<file path="src/rtl/fetch_ctrl.sv">
// Instruction fetch controller: drives the PC, the instruction-memory read port and the IF/ID register.
// It also handles hazard stalls through a one-entry skid buffer, flushes on redirect, halt, and fault flagging.
module fetch_ctrl #(
  parameter logic [15:0] RESET_PC  = 16'h0000,
  parameter logic [15:0] NOP_INSTR = 16'h0800
) (
  input  logic        clk,
  input  logic        rst_n,
  input  logic        redirect,
  input  logic [15:0] redirectPc,
  input  logic        stall,
  input  logic        halt,
  output logic        imemRd,
  output logic [15:0] imemAddr,
  input  logic        imemDone,
  input  logic [15:0] imemData,
  output logic [15:0] instrOut,
  output logic [15:0] pcOut,
  output logic        instrValid,
  output logic        err
);

  typedef enum logic [1:0] {
    FETCH  = 2'd0,
    BUF    = 2'd1,
    DROP   = 2'd2,
    HALTED = 2'd3
  } stateT;

  stateT       state, stateNext;
  logic [15:0] pc, pcNext;
  logic [15:0] instrNext, pcOutNext;
  logic        validNext, errNext;
  logic [15:0] skidInstr, skidInstrNext;
  logic [15:0] skidPc, skidPcNext;
  logic [16:0] pcPlus2;
  logic        pcWrap;

  // The carry out of the increment marks the FFFE -> 0000 wrap.
  assign pcPlus2 = {1'b0, pc} + 17'd2;
  assign pcWrap  = pcPlus2[16];

  // No request while reset is held, even though the reset state is FETCH.
  assign imemRd   = rst_n && (state == FETCH);
  assign imemAddr = pc;

  always_ff @(posedge clk or negedge rst_n) begin
    if (!rst_n) begin
      state <= FETCH;
    end else begin
      state <= stateNext;
    end
  end

  always_ff @(posedge clk or negedge rst_n) begin
    if (!rst_n) begin
      pc         <= RESET_PC;
      instrOut   <= NOP_INSTR;
      pcOut      <= 16'h0000;
      instrValid <= 1'b0;
      err        <= 1'b0;
      skidInstr  <= 16'h0000;
      skidPc     <= 16'h0000;
    end else begin
      pc         <= pcNext;
      instrOut   <= instrNext;
      pcOut      <= pcOutNext;
      instrValid <= validNext;
      err        <= errNext;
      skidInstr  <= skidInstrNext;
      skidPc     <= skidPcNext;
    end
  end

  // Priority order: HALTED is terminal, then redirect, then halt, then the per-state behaviour.
  always_comb begin
    stateNext     = state;
    pcNext        = pc;
    instrNext     = instrOut;
    pcOutNext     = pcOut;
    validNext     = instrValid;
    errNext       = err;
    skidInstrNext = skidInstr;
    skidPcNext    = skidPc;

    if (state == HALTED) begin
      stateNext = HALTED;
    end else if (redirect) begin
      pcNext        = redirectPc;
      instrNext     = NOP_INSTR;
      pcOutNext     = 16'h0000;
      validNext     = 1'b0;
      skidInstrNext = 16'h0000;
      skidPcNext    = 16'h0000;
      if (redirectPc[0]) begin
        errNext = 1'b1;
      end
      // An access still in flight must have its late response discarded.
      if (((state == FETCH) || (state == DROP)) && !imemDone) begin
        stateNext = DROP;
      end else begin
        stateNext = FETCH;
      end
    end else if (halt && !stall) begin
      stateNext     = HALTED;
      instrNext     = NOP_INSTR;
      pcOutNext     = 16'h0000;
      validNext     = 1'b0;
      skidInstrNext = 16'h0000;
      skidPcNext    = 16'h0000;
    end else begin
      case (state)
        FETCH: begin
          if (imemDone) begin
            pcNext = pcPlus2[15:0];
            if (pcWrap) begin
              errNext = 1'b1;
            end
            if (stall) begin
              skidInstrNext = imemData;
              skidPcNext    = pcPlus2[15:0];
              stateNext     = BUF;
            end else begin
              instrNext = imemData;
              pcOutNext = pcPlus2[15:0];
              validNext = 1'b1;
            end
          end else if (!stall) begin
            instrNext = NOP_INSTR;
            pcOutNext = 16'h0000;
            validNext = 1'b0;
          end
        end
        BUF: begin
          if (!stall) begin
            instrNext     = skidInstr;
            pcOutNext     = skidPc;
            validNext     = 1'b1;
            skidInstrNext = 16'h0000;
            skidPcNext    = 16'h0000;
            stateNext     = FETCH;
          end
        end
        DROP: begin
          if (imemDone) begin
            stateNext = FETCH;
          end
        end
        default: begin
          stateNext = state;
        end
      endcase
    end
  end

endmodule
</file>
<file path="config.mk">
export PLATFORM = sky130hd
export DESIGN_NAME = fetch_ctrl
export DESIGN_NICKNAME = d
export VERILOG_FILES = /design/src/rtl/fetch_ctrl.sv
export SDC_FILE = /design/constraint.sdc
export NUM_CORES = 1
export LEC_CHECK = 0
export BUFFER_PORTS_ARGS = -buffer_cell sky130_fd_sc_hd__buf_2
export CAP_MARGIN = 20
export CORE_ASPECT_RATIO = 1.5
export CORE_MARGIN = 5
export CORE_UTILIZATION = 60
export DETAILED_ROUTE_END_ITERATION = 10
export PLACE_DENSITY_LB_ADDON = 0.25
export SETUP_SLACK_MARGIN = 0.02
export SYNTH_ARGS = -nofsm -noshare
export SYNTH_HDL_FRONTEND = slang
export SYNTH_SLANG_ARGS = --single-unit
</file>
<file path="constraint.sdc">
create_clock -name clk -period 4.82 [get_ports clk]
set_input_delay 0.241 -clock clk [delete_from_list [all_inputs] [get_ports clk]]
set_output_delay 0.241 -clock clk [all_outputs]
set_load 0.01 [all_outputs]
</file>
==> flow_metrics.tcl <==
set metrics [dict create \
    run_status "completed" \
    timing.final.crit_share_pct 66.5 \
    r2r_start "state[0]" \
    p_leak_uw 0.00257 \
    port_buffers 88 \
    syn2layout_area_growth_pct 17.9 \
    fmax_mhz 312 \
    use_met1_pct 31.4 \
    ys_warn_count 0 \
    nets 551 \
    slew_viol_final 0 \
    avgRoutedWirePerCell_um 19.8 \
    synthTopCellsByArea "dfrtp_1 45%, mux2_4 5.2%, a21bo_2 4.1%" \
    seq_area_frac_synth_pct 45.9 \
    met3_usage_pct 5.44 \
    clockRootBuffer "clkbuf_16" \
    seq_area_sq_mm 0.00210 \
    drt-initial-drc-count 242 \
    grt_pass1_wl_um 19300 \
    antennaDiodeCount 0 \
    endpoint "skidPc[7]" \
    die_width_um 81.4 \
    synth-edff-count 0 \
    ys_async_sr_fraction_pct 100 \
    drive_above_1_share_pct 32.9 \
    dpl.hpwl_um 8070 \
    viasPerCell 6.35 \
    top_usage_layer "met2" \
    place_congestion 0.871 \
    tns_ps 0 \
    p_per_area_mw_per_mm2 630 \
    final-setup-viol-count 0 \
    ys.flop_type "dfrtp_1" \
    relSlewSlack_pct 30.4 \
    grt_max_degree 86 \
    final_common_cell "buf_2" \
    multi_input_area_sq_mm 0.00223 \
    timing.rr.end "skidPc[7]" \
    cp-start-kind "flip-flop" \
    cp_max_fo 32 \
    ff2ff_setup_slack_ps 1610 \
    use_met2_pct 45.3 \
    vdd_drop_max_v 0.000432 \
    grt_remaining_overflow 0 \
    reg2reg_depth 4 \
    clkLatencyLatePin_ps 340 \
    numCtsBuffers 9 \
    design_area_sq_mm 0.00540 \
    wl_um 12100 \
    crit_arrival_ps 3430 \
    maxCapViolations 0 \
    synth_top_area_cell "dfrtp_1" \
    cp.required_ps 5040 \
    clk_path_buf_depth 2 \
    hp-class "in2reg" \
    drtAntennaViolNets 0 \
    clock_skew_ps 7.50 \
    path_clk_slew_ps 60 \
    vias 3893 \
    placed_cell_area_sq_mm 0.00499 \
    htree_levels 3 \
    synth_top_area_share_pct 45.3 \
    endpoint_kind "flip-flop" \
    initial_core_util_pct 60.6 \
    drt-pass1-iter-count 5 \
    syn_inst 436 \
    tritoncts "yes" \
    syn_area_sq_mm 0.00458 \
    clock-sinks 84 \
    yosysUniqueCellTypes 62 \
    syn-num-nets 481 \
    io_pins 89 \
    post-route-min-period_ps 3210 \
    core_area_sq_mm 0.00756 \
    postSynthAreaPerCell_sq_um 10.5 \
    grt_pass1_vias 3928 \
    critPathKind "reg2reg" \
    die_area_sq_mm 0.00952 \
    mostFrequentLayoutCells "87 x buf_2, 83 x dfrtp_1, 27 x nor2_1" \
    final_util_pct 71.4 \
    fillerInstances 570 \
    drc 0 \
    ys_ff_latch 84 \
    antenna_found_initial 0 \
    rsz0062_at_grt "false" \
    crit_start "state[0]" \
    die_height_um 117 \
    post_cts_resize_count 0 \
    hold_violations 0 \
    worst_pin_slew_ps 1040 \
    grt_usage_pct 26.7 \
    std_cell_rows 39 \
]
==> critical path, stage by stage, from the launching register on <==
cell	delay, ps
dfrtp_1	400
ha_1	540
a41oi_2	980
nand2_2	680
mux2_4	480
==> cell usage after synthesis, drive strengths merged, types with 2 or more instances <==
cell,instances
a21o,2
xor2,3
inv,19
mux2,26
buf,18
nor2b,2
a21oi,18
o21ai,18
nor2,28
a221o,4
dfrtp,83
nand3,18
o2bb2ai,7
o22ai,4
and2,3
a31oi,3
a22o,2
a21bo,19
nand2b,3
a22oi,18
nor3,8
nand4,23
nand2,27
o221ai,7
o211ai,7
mux2i,5
or2,2
nor4,7
or3,5
ha,7
a41oi,2
clkbuf,17
xnor2,7
==> routing by layer <==
| layer | share of wire, % | vias up | routed length [um] |
|---|---|---|---|
| li1 | - | 1738 | - |
| met1 | 38 | 1919 | 4610 |
| met2 | 51 | 185 | 6130 |
| met3 | 6.7 | 51 | 812 |
| met4 | 4.5 | 0 | 547 |
| met5 | 0 | - | 0 |
==> how the worst min path moves through the flow <==
stage	start	to	slack [ps]	cells after the start
4_1_cts	redirectPc[0]	imemAddr[0]	120	3
5_1_grt	redirectPc[0]	imemAddr[0]	140	3
6_report	redirectPc[0]	imemAddr[0]	120	3
2_1_floorplan	rst_n	err	-50	0
3_3_place_gp	redirectPc[0]	imemAddr[0]	460	3
3_5_place_dp	redirectPc[0]	imemAddr[0]	460	3
==> report_power, final <==
| group | total, uW | leakage [uW] | switching (uW) | internal [uW] |
|---|---|---|---|---|
| registers | 1210 | 0.00110 | 251 | 957 |
| logic | 1400 | 0.00131 | 817 | 578 |
| clock network | 800 | 0.000167 | 278 | 522 |
| total | 3400 | 0.00257 | 1350 | 2060 |
==> registers in the layout, indices dropped and copies added, names as in the netlist <==
name and cells:
imemAddr 16, instrOut 16, pcOut 16, skidInstr 16
skidPc 16, state 2, err 1, instrValid 1
==> per-stage QoR <==
| step | hold WS [ps] | worst slack, ps | cells | total power [uW] |
|---|---|---|---|---|
| 2_1_floorplan | -54.6 | 2870 | 436 | 2160 |
| 3_3_place_gp | 462 | 1730 | 592 | 2500 |
| 3_5_place_dp | 464 | 1610 | 593 | 2560 |
| 4_1_cts | 116 | 1650 | 609 | 3370 |
| 5_1_grt | 137 | 1440 | 613 | 3590 |
| 6_report | 117 | 1610 | 613 | 3400 |
==> logic make-up after synthesis <==
| logic type | Yosys count | synth area share, % |
|---|---|---|
| AOI/OAI and AO/OA | 121 | 20.1 |
| muxes | 31 | 8.79 |
| and+or+nand+nor | 129 | 15.9 |
| buffers and inverters | 54 | 5.54 |
| adders and majority gates | 7 | 1.91 |
| DFF | 84 | 45.9 |
| xor gates and xnor gates | 10 | 1.91 |
==> repair_timing <==
action / 4_1_cts / 5_1_grt
setup buffers: 0 / 0
hold endpoints to repair: 0 / 36
hold buffers: 0 / 1
==> cell type report <==
type	count	area share [%]
Multi-Input combinational cell	298	41.3
Timing Repair Buffer	94	9.70
Clock buffer	12	4.56
Inverter	19	1.32
Tap cell	102	2.36
Sequential cell	84	38.9
Clock inverter	4	1.83
No activity file was read; power rests on OpenSTA's default activity.
